===== config.mk =====
export PLATFORM = sky130hd
export DESIGN_NAME = key_cmd_queue
export DESIGN_NICKNAME = d
export VERILOG_FILES = /design/src/rtl/key_pkg.sv /design/src/rtl/cmd_fifo.sv /design/src/rtl/key_cmd_queue.sv
export SDC_FILE = /design/constraint.sdc
export NUM_CORES = 1
export LEC_CHECK = 0
export BUFFER_PORTS_ARGS = -buffer_cell sky130_fd_sc_hd__buf_2
export CAP_MARGIN = 15
export CORE_UTILIZATION = 51
export CTS_CLUSTER_DIAMETER = 50
export DETAILED_ROUTE_END_ITERATION = 8
export HOLD_SLACK_MARGIN = 0.15
export PLACE_DENSITY = 0.83
export SYNTH_ARGS = -nofsm -noshare
export SYNTH_HDL_FRONTEND = slang
export SYNTH_SLANG_ARGS = --single-unit

===== constraint.sdc =====
create_clock -name clk -period 2.1 [get_ports clk]
set_input_delay 0.315 -clock clk [delete_from_list [all_inputs] [get_ports clk]]
set_output_delay 0.315 -clock clk [all_outputs]
set_load 0.005 [all_outputs]

===== src/rtl/key_pkg.sv =====
// Shared definitions for the keyboard command queue.
//   - KEY_CODE_W    : default width of a key code / command token
//   - KEY_* codes   : key codes produced by the PS/2 event decoder
//   - key_fsm_e     : typematic FSM state encoding
//   - max_int()     : elaboration-time helper for sizing the typematic timer
package key_pkg;

  localparam int KEY_CODE_W = 4;

  localparam logic [KEY_CODE_W-1:0] KEY_NONE  = 4'd0;
  localparam logic [KEY_CODE_W-1:0] KEY_UP    = 4'd1;
  localparam logic [KEY_CODE_W-1:0] KEY_DOWN  = 4'd2;
  localparam logic [KEY_CODE_W-1:0] KEY_LEFT  = 4'd3;
  localparam logic [KEY_CODE_W-1:0] KEY_RIGHT = 4'd4;
  localparam logic [KEY_CODE_W-1:0] KEY_ENTER = 4'd5;

  typedef enum logic [1:0] {
    ST_IDLE   = 2'd0,
    ST_DELAY  = 2'd1,
    ST_REPEAT = 2'd2
  } key_fsm_e;

  function automatic int max_int(input int a, input int b);
    return (a > b) ? a : b;
  endfunction

endpackage


===== src/rtl/cmd_fifo.sv =====
// Synchronous FIFO holding command tokens.
//   clk, rst : clock, synchronous active-high reset (pointers/count only)
//   push, din: write request and token
//   pop      : read request (ignored when empty)
//   dout     : head token, EMPTY_VAL when empty
//   fill     : occupancy 0..DEPTH, kept in its own counter
//   full, empty : status flags
// A push while full is accepted only if a pop happens in the same cycle.
module cmd_fifo #(
  parameter int              WIDTH     = 4,
  parameter int              DEPTH     = 4,
  parameter logic [WIDTH-1:0] EMPTY_VAL = '0
) (
  input  logic                     clk,
  input  logic                     rst,
  input  logic                     push,
  input  logic [WIDTH-1:0]         din,
  input  logic                     pop,
  output logic [WIDTH-1:0]         dout,
  output logic [$clog2(DEPTH):0]   fill,
  output logic                     full,
  output logic                     empty
);

  localparam int PW = $clog2(DEPTH);

  logic [WIDTH-1:0] mem [DEPTH];
  logic [PW-1:0]    wr_ptr;
  logic [PW-1:0]    rd_ptr;
  logic [PW:0]      cnt;
  logic             do_push;
  logic             do_pop;

  assign empty   = (cnt == '0);
  assign full    = (cnt == (PW+1)'(DEPTH));
  assign do_pop  = pop & ~empty;
  assign do_push = push & (~full | do_pop);

  // Pointers wrap naturally because DEPTH is a power of two.
  always_ff @(posedge clk) begin
    if (rst) begin
      wr_ptr <= '0;
      rd_ptr <= '0;
      cnt    <= '0;
    end else begin
      if (do_push) wr_ptr <= wr_ptr + 1'b1;
      if (do_pop)  rd_ptr <= rd_ptr + 1'b1;
      case ({do_push, do_pop})
        2'b10:   cnt <= cnt + 1'b1;
        2'b01:   cnt <= cnt - 1'b1;
        default: cnt <= cnt;
      endcase
    end
  end

  // Storage is not reset; the empty mask keeps stale entries invisible.
  always_ff @(posedge clk) begin
    if (do_push) mem[wr_ptr] <= din;
  end

  assign dout = empty ? EMPTY_VAL : mem[rd_ptr];
  assign fill = cnt;

endmodule


===== src/rtl/key_cmd_queue.sv =====
// Turns the keyboard decoder's level-type held-key code into one-per-action
// command tokens and queues them for the game logic (valid/ready).
//   clk, rst  : clock, synchronous active-high reset
//   key_state : currently held key code (level), IDLE_CODE = nothing held
//   cmd_ready : consumer takes the head token this cycle
//   cmd_valid : queue non-empty
//   cmd_code  : head token, IDLE_CODE when empty
//   fill      : queue occupancy 0..DEPTH
//   overflow  : sticky, a token was dropped because the queue was full
// Build option: define KEY_AUTOREPEAT_EN for typematic delay/auto-repeat.
// Without it one token is produced per press or per code change, and
// DELAY_CYC/REPEAT_CYC have no effect.
module key_cmd_queue
  import key_pkg::*;
#(
  parameter int                CODE_W     = KEY_CODE_W,
  parameter int                DEPTH      = 4,
  parameter int                DELAY_CYC  = 50000000,
  parameter int                REPEAT_CYC = 10000000,
  parameter logic [CODE_W-1:0] IDLE_CODE  = CODE_W'(KEY_NONE)
) (
  input  logic                   clk,
  input  logic                   rst,
  input  logic [CODE_W-1:0]      key_state,
  input  logic                   cmd_ready,
  output logic                   cmd_valid,
  output logic [CODE_W-1:0]      cmd_code,
  output logic [$clog2(DEPTH):0] fill,
  output logic                   overflow
);

  logic [CODE_W-1:0] key_p0;
  logic [CODE_W-1:0] last_code;
  key_fsm_e          state;
  key_fsm_e          state_nx;
  logic              push_req;
  logic [CODE_W-1:0] push_code;
  logic              pop;
  logic              fifo_full;
  logic              fifo_empty;

`ifdef KEY_AUTOREPEAT_EN
  localparam int TMR_MAX = max_int(DELAY_CYC, REPEAT_CYC);
  localparam int TMR_W   = (TMR_MAX > 1) ? $clog2(TMR_MAX) : 1;

  logic [TMR_W-1:0] timer;
  logic [TMR_W-1:0] timer_nx;
  logic             delay_done;
  logic             repeat_done;

  assign delay_done  = (timer == TMR_W'(DELAY_CYC - 1));
  assign repeat_done = (timer == TMR_W'(REPEAT_CYC - 1));
`endif

  // Stage p0: key code register; every FSM decision looks at key_p0.
  always_ff @(posedge clk) begin
    if (rst) begin
      key_p0    <= IDLE_CODE;
      state     <= ST_IDLE;
      last_code <= IDLE_CODE;
`ifdef KEY_AUTOREPEAT_EN
      timer     <= '0;
`endif
    end else begin
      key_p0 <= key_state;
      state  <= state_nx;
      if (push_req) last_code <= push_code;
`ifdef KEY_AUTOREPEAT_EN
      timer  <= timer_nx;
`endif
    end
  end

  // Next-state logic.
  always_comb begin
    state_nx = state;
`ifdef KEY_AUTOREPEAT_EN
    timer_nx = timer + 1'b1;
`endif
    case (state)
      ST_IDLE: begin
        if (key_p0 != IDLE_CODE) state_nx = ST_DELAY;
`ifdef KEY_AUTOREPEAT_EN
        timer_nx = '0;
`endif
      end
      ST_DELAY: begin
        if (key_p0 == IDLE_CODE) begin
          state_nx = ST_IDLE;
`ifdef KEY_AUTOREPEAT_EN
          timer_nx = '0;
`endif
        end else if (key_p0 != last_code) begin
          state_nx = ST_DELAY;
`ifdef KEY_AUTOREPEAT_EN
          timer_nx = '0;
`endif
        end
`ifdef KEY_AUTOREPEAT_EN
        else if (delay_done) begin
          state_nx = ST_REPEAT;
          timer_nx = '0;
        end
`endif
      end
`ifdef KEY_AUTOREPEAT_EN
      ST_REPEAT: begin
        if (key_p0 == IDLE_CODE) begin
          state_nx = ST_IDLE;
          timer_nx = '0;
        end else if (key_p0 != last_code) begin
          state_nx = ST_DELAY;
          timer_nx = '0;
        end else if (repeat_done) begin
          timer_nx = '0;
        end
      end
`endif
      default: begin
        state_nx = ST_IDLE;
`ifdef KEY_AUTOREPEAT_EN
        timer_nx = '0;
`endif
      end
    endcase
  end

  // Push decode. On a repeat push key_p0 equals last_code, so the token is
  // always the registered key code.
  always_comb begin
    push_req  = 1'b0;
    push_code = key_p0;
    case (state)
      ST_IDLE:  push_req = (key_p0 != IDLE_CODE);
      ST_DELAY: begin
        if (key_p0 != IDLE_CODE) begin
          if (key_p0 != last_code) push_req = 1'b1;
`ifdef KEY_AUTOREPEAT_EN
          else if (delay_done)     push_req = 1'b1;
`endif
        end
      end
`ifdef KEY_AUTOREPEAT_EN
      ST_REPEAT: begin
        if (key_p0 != IDLE_CODE) begin
          if (key_p0 != last_code) push_req = 1'b1;
          else if (repeat_done)    push_req = 1'b1;
        end
      end
`endif
      default:  push_req = 1'b0;
    endcase
  end

  // Stage p1: token queue towards the game logic.
  assign cmd_valid = ~fifo_empty;
  assign pop       = cmd_valid & cmd_ready;

  cmd_fifo #(
    .WIDTH     (CODE_W),
    .DEPTH     (DEPTH),
    .EMPTY_VAL (IDLE_CODE)
  ) u_fifo (
    .clk   (clk),
    .rst   (rst),
    .push  (push_req),
    .din   (push_code),
    .pop   (pop),
    .dout  (cmd_code),
    .fill  (fill),
    .full  (fifo_full),
    .empty (fifo_empty)
  );

  // A push into a full queue survives only if the head leaves this cycle.
  always_ff @(posedge clk) begin
    if (rst)                              overflow <= 1'b0;
    else if (push_req & fifo_full & ~pop) overflow <= 1'b1;
  end

endmodule


* After elaboration in Yosys (flattened, before gate mapping)
Memories as Yosys holds them, arrays and structs flattened. A register that Yosys moved wholly into a read port is not among the register bits. Cells that the tools add are included.
Storage, ports and cells: register bits after elaboration 18, RAM bits 16, input bits 7, output and inout port bits 9, word-level logic and storage cells 47, memories kept 1
Cells by class: add/sub/neg operators 4, equality and inequality tests 7, multiplexer cells 13, bitwise operators 9, reduce and logical (&&, ||, !) cells 6
Memory list:
- u_fifo.mem | words 4, width 4, read ports 1, clocked after memory_dff 1, write ports 1, line cmd_fifo.sv:27 | logic [WIDTH-1:0] mem [DEPTH];
Operator list (number):
- 2-bit 2-to-1 mux | 5
- 3-bit case mux with 2 select lines | 1
- 1-bit AND | 5
- 2-bit by 1-bit adder with 2-bit output, second input constant | 2
- 2-bit by 1-bit == test with 1-bit output, second input constant | 2
- 4-bit zero test | 1
- 1-bit 2-to-1 mux | 4
- 4-bit 2-to-1 mux | 1
- 4-bit inequality test | 1
- 2-bit case mux with 2 select lines | 1
- 4-bit nonzero test | 1
- 3-bit by 1-bit adder with 3-bit output, second input constant | 1
- 3-bit == test, second input constant | 1
- 3-bit zero test | 1
- 3-bit inequality test, second input constant | 1
- 1-bit NOT | 3
- 3-bit by 1-bit subtractor with 3-bit output, second input constant | 1
- 2-bit == test, second input constant | 1
- 2-bit zero test | 1
- 2-bit inequality test, second input constant | 1
- 1-bit case mux with 2 select lines | 1
- 2-bit AND reduction | 1
- 2-bit nonzero test | 1
- 1-bit bitwise OR | 1

* Depth between registers and ports, before layout
depth after elaboration 8, depth in mapped cells 9, depth with buffers taken out 8

* By module
From an unflattened synthesis, not the netlist that was laid out.
Second synthesis, totals: cell total of the unflattened synthesis 142, area, all modules 1625.3 um^2
By module, submodules not included:
- cmd_fifo | times used 1, cells an instance 92, area each 1169.9 um^2
- key_cmd_queue | times used 1, cells an instance 50, area each 455.4 um^2

* Worst setup path after synthesis
OpenSTA, ideal clock, no wires.
kind flip-flop to flip-flop, start register key_p0[0], end register u_fifo.cnt[2], in the netlist u_fifo.fill[2], library setup time 0.123 ns, arrival 2.046 ns, data required time 1.977 ns, path slack -0.069 ns, cell stages (with the launch flop) 8, path buffers 0, period minus slack after synthesis 2.169 ns, path through dfxtp_1 -> or4_4 -> o21ai_2 -> nand2_1 -> fa_1 -> nand2b_1 -> mux2i_1 -> mux2_1
On the way: longest elaborated chain between the ends 7
RTL lines:
- from (decl) | line key_cmd_queue.sv:32 | logic [CODE_W-1:0] key_p0;
- from (signal assigned) | line key_cmd_queue.sv:65 | key_p0 <= key_state;
- 4-bit inequality test | line key_cmd_queue.sv:137 | if (key_p0 != last_code) push_req = 1'b1;
- 1-bit 2-to-1 mux | line key_cmd_queue.sv:137
- 1-bit 2-to-1 mux | line key_cmd_queue.sv:136 | if (key_p0 != IDLE_CODE) begin
- 1-bit case mux with 2 select lines * | line key_cmd_queue.sv:133 | case (state)
- 1-bit AND * | line cmd_fifo.sv:37 | assign do_push = push & (~full | do_pop);
- 2-bit by 1-bit == test with 1-bit output / 2-bit == test (equally long branches) | line cmd_fifo.sv:48 | case ({do_push, do_pop})
- 3-bit case mux with 2 select lines / 2-bit nonzero test (equally long branches)
- to (signal assigned) | line cmd_fifo.sv:49 | 2'b10: cnt <= cnt + 1'b1;
- to (signal assigned) | line cmd_fifo.sv:50 | 2'b01: cnt <= cnt - 1'b1;
- to (signal assigned) | line cmd_fifo.sv:51 | default: cnt <= cnt;
- to (decl) | line cmd_fifo.sv:30 | logic [PW:0] cnt;
Mark *: on every way between the ends. The rest lies on a longest branch, timed or not. A chain may end at the register's enable or synchronous reset.

* Worst setup path in the final report
start register key_p0[1], end register u_fifo.cnt[2], in the netlist u_fifo.fill[2]
Same word-level chain as after synthesis.

==> summary.md <==
| Metric | Value |
|---|---|
| Synth Register Bits | `35` |
| # IOs | `16` |
| Sequential fraction of design power | `0.493` |
| Slowest cell on crit path | `or4_4` |
| Clock latency on the worst-skew pair | `approximately 320 ps` |
| Antenna violations before repair | `0` |
| CP peak stage delay | `540 ps` |
| Chip height | `between 50 and 60 µm` |
| Total Routing Usage GR | `0.1645` |
| CTS tree | `yes` |
| Crit path cell chain | `or4_4, o21ai_4, nand2_2, fa_2, nand2b_4, mux2i_1, mux2_1` |
| Logic pwr share | `0.322` |
| Final hold violations | `0` |
| WL met1 | `998 µm` |
| CP Launch Type | `register` |
| Share of layout cells above drive strength 1 | `0.3333` |
| Max-slew violation count | `0` |
| Max_cap viols | `0` |
| Fmax | `466.8 MHz` |
| RSZ-0062 raised after global routing | `yes` |
| Routed vias | `899` |
| ANT cells | `0` |
| Psw | `between 0.5 and 0.6 mW` |
| Routed length per instance | `around 13 µm` |
| CORE AREA | `2734 µm²` |
| Multiplexer area fraction after synthesis | `0.1053` |
| Hold Path Class | `in -> reg` |
| Post-Route WL | `2260 µm` |
| Worst-Margin Slew | `slightly below 500 ps` |
| Level count of the clock H-tree | `2` |
| Internal power component | `between 1 and 1.5 mW` |
| Max Used Layer | `met4` |
| P&R area growth vs syn | `15.07%` |
| Largest net degree at the start of global routing | `22` |
| Syn Area/Cell | `12.82 µm²` |
| Post-route cell area | `1682 µm²` |
| Initial DRC Count | `18` |
| Crit Path Category | `reg -> reg` |
| Synthesized-area fraction occupied by adder cells | `0.04795` |
| Synth warn | `0` |
| Library cells used by synthesis | `29` |
| Yosys top cell area share | `0.3288` |
| Worst setup EP type | `register` |
| Clock power frac | `0.185` |
| PwrDens | `1100 nW/µm²` |
| Final nets | `152` |
| Final Wtd Congestion | `0.8411` |
| Synth cell count leaders | `dfxtp_1, nor2_1, edfxtp_1` |
| Synth top area cells | `edfxtp_1, dfxtp_1, mux4_2` |
| Vias in the first global route | `879` |
| Setup Skew | `roughly 12 ps` |
| Net Count, Synth | `126` |
| Dpl cell area | `1610 µm²` |
| Violated checks | `negative setup slack` |
| Remaining global-route overflow | `0` |
| Leak Pwr | `0.6795 nW` |
| Clock transition at path regs | `100 ps` |
| Run status | `finished, violations left` |
| Dpl ws | `-23.83 ps` |
| Number of synthesized flops with an enable pin | `16` |
| Fin crit period | `between 2000 and 2500 ps` |
| Main combinational cell family by area after synthesis | `simple AND/OR/NAND/NOR gates` |
| Initial cell density of the core | `0.5346` |
| # rows | `19` |
| Die X | `55.53 µm` |
| Crit Path Max Fanout | `4` |
| Seq/Total Area, Yosys | `0.5890` |
| Synthesized cell area | `between 1000 and 1500 µm²` |
| Slew HR | `0.6674` |
| Post-DP HPWL | `1680 µm` |
| Final setup fails | `1` |
| CTS buffer count | `5` |
| Largest area contributor in the netlist | `edfxtp_1` |
| First-pass GRT wire length | `about 3800 µm` |
| # DRC | `0` |
| Met2 WL | `1171 µm` |
| Arrival time worst endpoint | `between 2000 and 2500 ps` |
| Most used DFF post-synth | `dfxtp_1` |
| Sink Count | `35` |
| Peak VDD IR | `roughly 0.001 V` |
| # port buffers | `15` |
| CTS Buffer Depth | `2` |
| Post-Synth XOR/XNOR Area | `0.04195` |
| Area of the die | `3084 µm²` |
| Top-count cell post-synth | `dfxtp_1` |
| CTS Hold Bufs | `0` |
| Clock root buffer | `clkbuf_4` |
| Simple-gate share of the synthesized area | `0.1481` |
| Final Cycle Share | `1.020` |
| CP required | `around 2300 ps` |
| Drt first pass iters | `4` |
| Post-Syn Instances | `~110` |
| Routed length on met3 | `69 µm` |
| Final WS setup | `-42.31 ps` |
| Post-DR vias/cell | `5.227` |
| Sw frac | `0.3064` |
| Async SR Flop Fraction | `0` |
| Synth Area in Compound Gates | `0.03682` |
| Routed Antenna Nets | `0` |
-- cells by family after synthesis --
| group | after synthesis |
|---|---|
| AO/OA/AOI/OAI | 8 |
| multiplexers | 10 |
| adder cells (fa/ha/maj) | 5 |
| XOR/XNOR | 7 |
| buffers and inverters | 8 |
| flip-flops | 35 |
| AND/OR/NAND/NOR | 41 |
-- worst paths after layout --
check	depth (start not counted)	to	startpoint	slack, ps
min reg2reg	2	last_code[1]	last_code[1]	530
max reg2reg	7	u_fifo.fill[2]	key_p0[1]	-40
max	7	u_fifo.fill[2]	key_p0[1]	-40
min	2	key_p0[2]	key_state[2]	190
-- repair_timing --
item,4_1_cts,5_1_grt
setup buffers,1,0
endpoints found under the hold margin,0,0
setup endpoints to repair,1,1
resized for setup,2,0
-- worst max-delay path: cells and delay by family (launching register included) --
| family | cells | cell delay (ps) |
|---|---|---|
| AND/OR/NAND/NOR | 3 | 760 |
| AO/OA/AOI/OAI | 1 | 80 |
| multiplexers | 2 | 480 |
| flip-flops | 1 | 360 |
| adder cells (fa/ha/maj) | 1 | 340 |
-- area by class of cell --
type,count,area [µm²]
flip-flops and latches,35,863.3
repair buffers,23,135.1
inverters,4,15.01
clock buffers,6,41.29
well taps,31,38.79
fillers,208,1052
clock inverters,2,12.51
multi-input cells,71,575.6
-- power groups by stage --
stage	sequential (mW)	combinational, mW	clock [mW]
after floorplan	0.915	0.444	0
after global placement	0.921	0.559	0
after detailed placement	0.929	0.581	0
after CTS	0.914	0.600	0.350
after global routing	0.931	0.654	0.379
final	0.912	0.596	0.342
-- cells in the final DEF (no fill, tap or decap), types with 4 or more instances in the layout --
master | Yosys | routed
nor2b_1 | 5 | 5
nor2_1 | 17 | 17
ha_1 | 4 | 4
and2_1 | 4 | 4
and2_2 | 4 | 4
edfxtp_1 | 16 | 16
buf_4 | 0 | 8
mux4_2 | 4 | 4
a21oi_1 | 4 | 4
inv_1 | 4 | 4
clkbuf_4 | 0 | 5
xnor2_1 | 6 | 6
buf_2 | 0 | 15
dfxtp_1 | 19 | 17
-- metrics by stage --
step / total power [mW] / utilization / instances / setup TNS, ps / hold WS (ps)
finish: 1.850 / 0.6151 / 172 / -42.31 / 193.0
global route: 1.964 / 0.6151 / 172 / -114.0 / 199.2
CTS: 1.864 / 0.6151 / 172 / -27.42 / 181.8
detailed placement: 1.510 / 0.5890 / 163 / -23.83 / 508.7
global placement: 1.480 / 0.5890 / 163 / 0 / 487.9
floorplan: 1.359 / - / 114 / 0 / 443.0
-- per-layer routing --
metal,global-route usage,up-vias
li1,-,439
met1,0.1944,436
met2,0.2857,20
met3,0.04918,4
met4,0.05357,0
met5,0,-
-- flip-flops by register name (all words and copies together) (netlist names), named ones only --
register	flops
u_fifo.mem	16
key_p0	4
last_code	4
u_fifo.fill	3
u_fifo.rd_ptr	2
u_fifo.wr_ptr	2
overflow	1
state	1
(Power assumes the default switching activity.)
